--- config.mk ---
export PLATFORM = sky130hd
export DESIGN_NAME = i2c_master_ctrl_flat
export DESIGN_NICKNAME = d
export VERILOG_FILES = /design/src/rtl/i2c_master_ctrl_if.sv /design/src/rtl/i2c_master_ctrl.sv /design/src/flat_wrapper.sv
export SDC_FILE = /design/constraint.sdc
export NUM_CORES = 1
export LEC_CHECK = 0
export CORE_MARGIN = 1.5
export CORE_UTILIZATION = 49
export DETAILED_ROUTE_END_ITERATION = 16
export PLACE_DENSITY = 0.75
export SYNTH_ARGS = -nofsm -noshare
export SYNTH_HDL_FRONTEND = slang
export SYNTH_SLANG_ARGS = --single-unit
export TNS_END_PERCENT = 10
--- constraint.sdc ---
create_clock -name clk -period 2 [get_ports clk]
set_clock_uncertainty 0.2 [all_clocks]
set_input_delay 0.5 -clock clk [delete_from_list [all_inputs] [get_ports clk]]
set_output_delay 0.5 -clock clk [all_outputs]
set_load 0.005 [all_outputs]
--- src/rtl/i2c_master_ctrl_if.sv ---
// Command handshake and open-drain SCL/SDA pins of the single-byte I2C master.
// The master modport faces the bit engine; the slave modport faces the system/bus side.
interface i2c_master_ctrl_if;
    logic       newd;
    logic       op;
    logic [6:0] addr;
    logic [7:0] din;
    logic [7:0] dout;
    logic       busy;
    logic       done;
    logic       ack_err;
    logic       scl_o;
    logic       scl_i;
    logic       sda_oe;
    logic       sda_i;

    modport master (
        input  newd, op, addr, din, scl_i, sda_i,
        output dout, busy, done, ack_err, scl_o, sda_oe
    );

    modport slave (
        output newd, op, addr, din, scl_i, sda_i,
        input  dout, busy, done, ack_err, scl_o, sda_oe
    );
endinterface

--- src/rtl/i2c_master_ctrl.sv ---
// Single-byte I2C master bit engine: START, addr+R/W, one data byte, ACK/NACK, STOP.
// Optional slave clock stretching is enabled by defining I2C_CLK_STRETCH_EN.
//
// state      | meaning
// -----------+--------------------------------------------------
// S_IDLE     | lines released, waiting for newd
// S_START    | SDA falls at q2 while SCL high, SCL low at q3
// S_ADDR     | 8 bits {addr, op}, MSB first
// S_ADDR_ACK | SDA released, slave ACK sampled
// S_WR_DATA  | din, MSB first
// S_WR_ACK   | SDA released, slave ACK sampled
// S_RD_DATA  | SDA released, slave bits shifted in MSB first
// S_RD_NACK  | master leaves SDA released (NACK, single byte)
// S_STOP     | SDA low q0-q1, SCL high from q1, SDA released q2
// S_DONE     | one-cycle done pulse, then IDLE
module i2c_master_ctrl #(
    parameter int SYS_FREQ = 40_000_000,
    parameter int I2C_FREQ = 100_000
) (
    input  logic              clk,
    input  logic              rst,
    i2c_master_ctrl_if.master bus
);
    localparam int QTR = SYS_FREQ / (4 * I2C_FREQ);
    localparam int QW  = (QTR > 1) ? $clog2(QTR) : 1;
    localparam logic [QW-1:0] QLAST = QW'(QTR - 1);

    if (QTR < 2) begin : g_bad_qtr
        $error("i2c_master_ctrl: QTR must be at least 2");
    end

    typedef enum logic [3:0] {
        S_IDLE, S_START, S_ADDR, S_ADDR_ACK, S_WR_DATA,
        S_WR_ACK, S_RD_DATA, S_RD_NACK, S_STOP, S_DONE
    } state_t;

    state_t        state, state_n;
    logic [QW-1:0] qcnt;
    logic [1:0]    qtr;
    logic [2:0]    bitcnt;
    logic          op_r;
    logic [6:0]    addr_r;
    logic [7:0]    din_r;
    logic [7:0]    rx;
    logic          sda_s;
    logic          ack_err_r;
    logic [7:0]    dout_r;

    logic          q_end, slot_end, samp, stall;
    logic          scl_drv, sda_drv, mid;
    logic [7:0]    abyte;

    assign q_end    = (qcnt == QLAST);
    assign slot_end = q_end && (qtr == 2'd3);
    assign samp     = q_end && (qtr == 2'd2);
    assign mid      = qtr[0] ^ qtr[1];
    assign abyte    = {addr_r, op_r};

    // A stretching slave holds SCL low after we release it at q1 entry.
`ifdef I2C_CLK_STRETCH_EN
    assign stall = (qtr == 2'd1) && (qcnt == '0) && scl_drv && !bus.scl_i;
`else
    logic unused_scl_i;
    assign unused_scl_i = bus.scl_i;
    assign stall = 1'b0;
`endif

    always_ff @(posedge clk) begin
        if (rst) state <= S_IDLE;
        else     state <= state_n;
    end

    always_comb begin
        state_n = state;
        scl_drv = 1'b1;
        sda_drv = 1'b0;
        case (state)
            S_IDLE: begin
                if (bus.newd) state_n = S_START;
            end
            S_START: begin
                scl_drv = (qtr != 2'd3);
                sda_drv = qtr[1];
                if (slot_end) state_n = S_ADDR;
            end
            S_ADDR: begin
                scl_drv = mid;
                sda_drv = ~abyte[bitcnt];
                if (slot_end && bitcnt == 3'd0) state_n = S_ADDR_ACK;
            end
            S_ADDR_ACK: begin
                scl_drv = mid;
                if (slot_end) begin
                    if (sda_s)     state_n = S_STOP;
                    else if (op_r) state_n = S_RD_DATA;
                    else           state_n = S_WR_DATA;
                end
            end
            S_WR_DATA: begin
                scl_drv = mid;
                sda_drv = ~din_r[bitcnt];
                if (slot_end && bitcnt == 3'd0) state_n = S_WR_ACK;
            end
            S_WR_ACK: begin
                scl_drv = mid;
                if (slot_end) state_n = S_STOP;
            end
            S_RD_DATA: begin
                scl_drv = mid;
                if (slot_end && bitcnt == 3'd0) state_n = S_RD_NACK;
            end
            S_RD_NACK: begin
                scl_drv = mid;
                if (slot_end) state_n = S_STOP;
            end
            S_STOP: begin
                scl_drv = (qtr != 2'd0);
                sda_drv = !qtr[1];
                if (slot_end) state_n = S_DONE;
            end
            S_DONE: begin
                state_n = S_IDLE;
            end
            default: begin
                state_n = S_IDLE;
            end
        endcase
    end

    always_ff @(posedge clk) begin
        if (rst) begin
            qcnt      <= '0;
            qtr       <= 2'd0;
            bitcnt    <= 3'd0;
            op_r      <= 1'b0;
            addr_r    <= 7'd0;
            din_r     <= 8'd0;
            rx        <= 8'd0;
            sda_s     <= 1'b0;
            ack_err_r <= 1'b0;
            dout_r    <= 8'd0;
        end else if (state == S_IDLE) begin
            qcnt <= '0;
            qtr  <= 2'd0;
            if (bus.newd) begin
                op_r      <= bus.op;
                addr_r    <= bus.addr;
                din_r     <= bus.din;
                ack_err_r <= 1'b0;
                bitcnt    <= 3'd7;
            end
        end else if (state != S_DONE && !stall) begin
            if (q_end) begin
                qcnt <= '0;
                qtr  <= qtr + 2'd1;
            end else begin
                qcnt <= qcnt + QW'(1);
            end
            if (samp) begin
                sda_s <= bus.sda_i;
                if (state == S_RD_DATA) rx <= {rx[6:0], bus.sda_i};
            end
            // bitcnt wraps 0 -> 7, which re-arms it for the next byte
            if (slot_end) begin
                if (state inside {S_ADDR, S_WR_DATA, S_RD_DATA}) bitcnt <= bitcnt - 3'd1;
                if ((state == S_ADDR_ACK || state == S_WR_ACK) && sda_s) ack_err_r <= 1'b1;
                if (state == S_RD_DATA && bitcnt == 3'd0) dout_r <= rx;
            end
        end
    end

    assign bus.scl_o   = scl_drv;
    assign bus.sda_oe  = sda_drv;
    assign bus.busy    = (state != S_IDLE) && (state != S_DONE);
    assign bus.done    = (state == S_DONE);
    assign bus.dout    = dout_r;
    assign bus.ack_err = ack_err_r;
endmodule

--- src/flat_wrapper.sv ---
// flat-port wrapper written by rule: the top's interface ports become plain ports
module i2c_master_ctrl_flat 
#(
    parameter int SYS_FREQ = 40_000_000,
    parameter int I2C_FREQ = 100_000
)
  (clk, rst, bus_newd, bus_op, bus_addr, bus_din, bus_scl_i, bus_sda_i, bus_dout, bus_busy, bus_done, bus_ack_err, bus_scl_o, bus_sda_oe);
  i2c_master_ctrl_if bus_i ();
  input  logic clk;
  input  logic rst;
  input wire logic [$bits(bus_i.newd)-1:0] bus_newd;
  input wire logic [$bits(bus_i.op)-1:0] bus_op;
  input wire logic [$bits(bus_i.addr)-1:0] bus_addr;
  input wire logic [$bits(bus_i.din)-1:0] bus_din;
  input wire logic [$bits(bus_i.scl_i)-1:0] bus_scl_i;
  input wire logic [$bits(bus_i.sda_i)-1:0] bus_sda_i;
  output wire logic [$bits(bus_i.dout)-1:0] bus_dout;
  output wire logic [$bits(bus_i.busy)-1:0] bus_busy;
  output wire logic [$bits(bus_i.done)-1:0] bus_done;
  output wire logic [$bits(bus_i.ack_err)-1:0] bus_ack_err;
  output wire logic [$bits(bus_i.scl_o)-1:0] bus_scl_o;
  output wire logic [$bits(bus_i.sda_oe)-1:0] bus_sda_oe;
  assign bus_i.newd = bus_newd;
  assign bus_i.op = bus_op;
  assign bus_i.addr = bus_addr;
  assign bus_i.din = bus_din;
  assign bus_i.scl_i = bus_scl_i;
  assign bus_i.sda_i = bus_sda_i;
  assign bus_dout = bus_i.dout;
  assign bus_busy = bus_i.busy;
  assign bus_done = bus_i.done;
  assign bus_ack_err = bus_i.ack_err;
  assign bus_scl_o = bus_i.scl_o;
  assign bus_sda_oe = bus_i.sda_oe;
  i2c_master_ctrl #(.SYS_FREQ(SYS_FREQ), .I2C_FREQ(I2C_FREQ)) u_core (.clk(clk), .rst(rst), .bus(bus_i));
endmodule
# Word-level counts from Yosys, hierarchy flattened
# Cells that the tools add are included.
# Widths: inputs -> output; s select.
dict set report word_totals {
  ff_bits 50
  inputBits 21
  output_inout_bits 13
  elab_cells 97
}
dict set report classes {
  addsub 3
  n_lt_le_gt_ge 1
  n_eq_ne 22
  muxes 28
  bitwise_logic 4
  n_reduce_logical 28
}
# operator n
set ops {}
lappend ops {{$mux 4} 9}
lappend ops {{$pmux 4 s8} 1}
lappend ops {{$eq 4x3->1 const B} 4}
lappend ops {{$reduce_and 4->1} 4}
lappend ops {{$mux 3} 5}
lappend ops {{$ne 2x1->1 const B} 7}
lappend ops {{$reduce_bool 2->1} 5}
lappend ops {{$eq 4x2->1 const B} 2}
lappend ops {{$eq 4x4->1 const B} 2}
lappend ops {{$reduce_and 8->1} 1}
lappend ops {{$add 7x1->7 const B} 1}
lappend ops {{$eq 7x7->1 const B} 1}
lappend ops {{$mux 1} 7}
lappend ops {{$mux 7} 1}
lappend ops {{$bmux 1 s3} 2}
lappend ops {{$logic_and 1x1->1} 6}
lappend ops {{$reduce_or 6->1} 1}
lappend ops {{$eq 2x2->1 const B} 2}
lappend ops {{$eq 4x1->1 const B} 1}
lappend ops {{$logic_not 4->1} 1}
lappend ops {{$lt 3x4->1 const B} 1}
lappend ops {{$ne 2x2->1 const B} 2}
lappend ops {{$ne 4x4->1 const B} 1}
lappend ops {{$pmux 1 s4} 1}
lappend ops {{14 further kinds} 18}

# Longest topological paths before layout
dict set report depth {
  depth_word 7
  ltp_mapped 8
  mapped_depth_nobuf 6
}

# Worst setup path before layout
# Ideal clock, no wire load.
dict set report synth_path {
  path_type {register -> output}
  start {register u_core.bitcnt[0]}
  end {output bus_sda_oe}
  t_arrival_ns 1.458
  setup_slack_ns -0.158
  path_stages_with_launch 6
  n_path_buf 1
  cell_sequence {dfxtp_1 > clkbuf_1 > mux4_2 > mux2i_1 > nand4b_1 > o211ai_1}
}
dict set report synth_between {
  elab_chain_len 4
  word_cells_on_any_way 7
  classes_between {mux (5); bitwise (2)}
}
# item line_no
set synth_rtl {}
lappend synth_rtl {{start, declared} i2c_master_ctrl.sv:40} ;# logic [2:0] bitcnt;
lappend synth_rtl {{start signal, assigned} i2c_master_ctrl.sv:165} ;# if (state inside {S_ADDR, S_WR_DATA, S_RD_DATA}) bitcnt <= bitcnt - 3'd1;
lappend synth_rtl {{$bmux 1 s3, on equally long branches} {i2c_master_ctrl.sv:101, i2c_master_ctrl.sv:88}}
lappend synth_rtl {{$mux 1, on equally long branches} {i2c_master_ctrl.sv:101, i2c_master_ctrl.sv:88}}
lappend synth_rtl {{$not 1->1, on equally long branches} {i2c_master_ctrl.sv:101, i2c_master_ctrl.sv:88}}
lappend synth_rtl {{$pmux 1 s4 *} i2c_master_ctrl.sv:77} ;# case (state)
lappend synth_rtl {{end, declared} flat_wrapper.sv:22} ;# output wire logic [$bits(bus_i.sda_oe)-1:0] bus_sda_oe;
# Every way passes the cells marked *; elsewhere a longest branch is shown, timed or not. The select of a mux whose other input is x is not followed.

# Final worst setup path
# Ends and elaborated chain as after synthesis.

==> flow_results.org <==
** Run status
- Run status :: complete, but fails checks
- The final reports fail on negative setup slack.

** GRT
- The number of global-route vias before repair was 1,961.
- The number of antenna violations at the first check in global routing is 0.
- After global routing the overflow that remains totals 0.
- Entering global routing, the biggest net connects 36 pins.
- Overall fraction of global-route tracks in use :: a little over a fifth
- The first global-routing pass estimated roughly 9 mm of wire.

** Clock tree
- The clock tree synthesis step divided the H-tree into 2 levels.
- Clock buffer depth :: 2
- Counting the buffers created by CTS gives 5.
- Clk sinks :: 50
- Clock tree from TritonCTS :: built
- Clock latency at the later pin of the worst-skew pair :: 0.31 ns
- The root buffer cell chosen for the clock tree is clkbuf_8.
- After clock tree synthesis, the clock-pin slew on the worst setup and hold paths is around 0.090 ns.

** Layout
- Once layout is complete, the utilization of the core stands at between 60% and 70%.
- Fraction of layout instances using a drive strength above 1 :: about a quarter
- From synthesis to final layout, the design area changed by 34.1%.
- Number of diodes :: 0
- The library cell used most frequently in the layout, excluding fill and tap cells, is dfxtp_1.
- In the layout the commonest cells are dfxtp_1, nand2_1, buf_4.
- Number of nets in the layout :: around 360
- Filler cells :: around 390

** Timing
- Of the available clock period, the critical path in the final layout requires 120%.
- Unrepaired setup endpoints after global routing :: true
- For this run, the top clock speed supported by timing is approximately 420 MHz.
- The number of hold violations in the final report was 0.
- Fin. max-slew vios :: 0
- Headroom to the max-slew limit :: ~73%
- Transition time of the tightest slew-check pin :: roughly 0.4 ns
- After layout, the minimum clock period comes to 2.41 ns.
- In the post-route analysis, the smallest setup slack over all paths is -0.408 ns.
- Setup-violating endpoint count in the final report :: 3

** Yosys
- Share of synthesized registers carrying an async set or reset :: 0%
- Area share of the largest cell type after synthesis :: about two fifths
- Post-Synthesis Cell Area :: approximately 0.0025 sq mm
- Synthesized Nets :: 299
- Synth Area in Simple Gates :: between 20 and 25%
- After Yosys synthesis, full adders, half adders and majority gates account for ~3.0% of the synthesized area.
- The portion of synthesized area spent on multiplexers is 13.4%.
- The synthesized design contains 0 enable-type register cells.
- Xor and xnor fraction of the mapped netlist area :: under 10%
- Summing the areas of all compound-gate instances in the mapped netlist gives about an eighth of the synthesized area.
- The number of different library cells used by synthesis comes to between 50 and 60.
- Leading area contributor after synthesis :: dfxtp_1
- Biggest area contributors in the synthesized netlist :: dfxtp_1, mux2i_1, nand2_1
- During synthesis, Yosys emitted a total of 0 warnings.
- For this run, the leading register cell type out of synthesis is dfxtp_1.
- The cell count after synthesis came out at about 270.
- Sequential-to-total area share from yosys stat :: 40.4%
- By area, the combinational part of the netlist is dominated by simple AND/OR/NAND/NOR gates.
- Count of state elements after synthesis :: 50
- The average instance in the mapped netlist occupies about 9.1 sq um.

** Route
- The pre-antenna-repair detailed-routing pass consisted of 4 iterations.
- The detailed router placed between 2,000 and 2,500 vias in this run.
- The final layout contains routed wiring with a total length of roughly 5.6 mm.
- In the routed design, unresolved DRC markers number 0.
- Routed wire per std cell :: ~14 microns
- Initial DRC count :: 127
- Using the TritonRoute via totals, the vias-per-cell ratio works out to between 5 and 6.
- The detail route stage leaves a number of antenna-violating nets equal to 0.

** Floorplanning
- Num rows :: 25
- Ports placed on the boundary :: 34
- Starting density of the core :: around half
- In this run the horizontal extent of the chip is approximately 74 microns.
- CORE AREA :: between 0.004 and 0.005 sq mm
- Total Die Area :: roughly 0.0055 sq mm
- Measured along the y axis, the die boundary spans around 74 microns.

** Critical path
- STA classifies the critical path startpoint as a flip-flop.
- Data on the critical path is required at its endpoint by 1.30 ns.
- The worst setup path is of the reg -> out kind.
- For the worst setup path, the data arrival time is around 1.7 ns.
- Capturing element type of the critical path :: primary output
- In this run the worst path has a maximum fanout of 5.

** Power
- Summed over all cells, the static leakage comes to 0.00140 uW.
- The worst-case IR drop observed on VDD is slightly below 0.5 mV.
- Power spread over the standard cell area amounts to between 700 and 800 mW/mm^2.

** Flow run
- Max_cap viols :: 0

** Place
- Detailed placement HPWL :: between 3 and 4 mm
- DP Worst Slack :: -0.623 ns
- In this run the tool buffered the top-level ports with 32 buffer cells.
- Routability cong. :: approximately 0.78

** Worst hold path
- Worst hold path class :: reg -> reg
==> flip-flops by register name, indices dropped and copies added, names as in the netlist, 2 cells and up <==
signal           cells
u_core.bus.dout      8
u_core.din_r         8
u_core.rx            8
u_core.addr_r        7
u_core.qcnt          7
u_core.state         4
u_core.bitcnt        3
u_core.qtr           2
==> kinds of logic (layout without fill, tap and decap cells) <==
group / after synthesis / in the layout
adders and majority gates: 6 / 6
and+or+nand+nor: 114 / 114
DFF: 50 / 50
AOI/OAI and AO/OA: 41 / 41
buffers and inverters: 25 / 90
muxes: 28 / 28
xor gates and xnor gates: 8 / 8
==> area by class of cell <==
type	count	area (sq um)	area share [%]
Sequential cell	50	1010	30.4
Multi-Input combinational cell	197	1410	42.4
Tap cell	67	83.8	2.53
Timing Repair Buffer	76	683	20.6
Inverter	6	22.5	0.678
Clock inverter	3	43.8	1.32
Clock buffer	5	68.8	2.07
==> cell usage after synthesis (all sizes together), types with 2 or more instances <==
library cell,number
or4b,2
nor4bb,2
xnor2,4
nand4,5
a22oi,2
and2,2
inv,6
a31oi,3
nand3,4
buf,7
clkbuf,12
ha,6
mux4,4
nor4,2
nor3,8
a221oi,2
a21oi,17
nand4b,4
nand2,40
a21o,2
dfxtp,50
xor2,4
nor2,30
o21ai,5
nand2b,3
nor2b,3
mux2i,23
==> final timing paths <==
| kind | from | end | slack, ns | cells past startpoint |
|---|---|---|---|---|
| min reg2reg | u_core.addr_r[4] | u_core.addr_r[4] | 0.26 | 2 |
| min | u_core.addr_r[4] | u_core.addr_r[4] | 0.26 | 2 |
| max reg2reg | u_core.qcnt[2] | u_core.state[3] | 0.03 | 5 |
| max | u_core.bitcnt[0] | bus_sda_oe | -0.41 | 5 |
==> worst max-delay path, cell delays in order, from the launching register on <==
cell      delay, ns
dfxtp_4        0.40
mux4_2         0.50
mux2i_1        0.14
nand4b_1       0.11
o211ai_1       0.11
buf_2          0.14
==> timing repair <==
item | in CTS | in global routing
setup endpoints to repair | 12 | 8
resized for setup | 20 | 7
pin swaps | 1 | 1
buffers inserted | 0 | 0
hold buffers | 0 | 0
==> metal layers <==
metal  track usage [%]  share of wire (%)  vias to the layer above
met4              4.94                1.1                        0
li1                  -                  -                     1082
met5                 0                  0                        -
met2              34.8                 47                       48
met3              4.07                4.5                        4
met1              29.6                 47                     1014
==> metrics by stage <==
stage	std cells	instance area (sq um)	TNS, ns	total power (uW)	hold slack, ns
after floorplan	272	2480	0	1390	0.233
after global placement	396	3170	-1.32	1600	0.243
after global routing	404	3320	-0.957	2430	0.275
after CTS	404	3300	-0.926	2340	0.262
after detailed placement	396	3170	-1.53	1620	0.250
final	404	3320	-0.731	2330	0.260
==> where the power goes <==
part | switching [uW] | internal, uW
Combinational | 242 | 274
Sequential | 39.9 | 1050
Clock | 353 | 375
No activity file was read; power rests on OpenSTA's default activity.
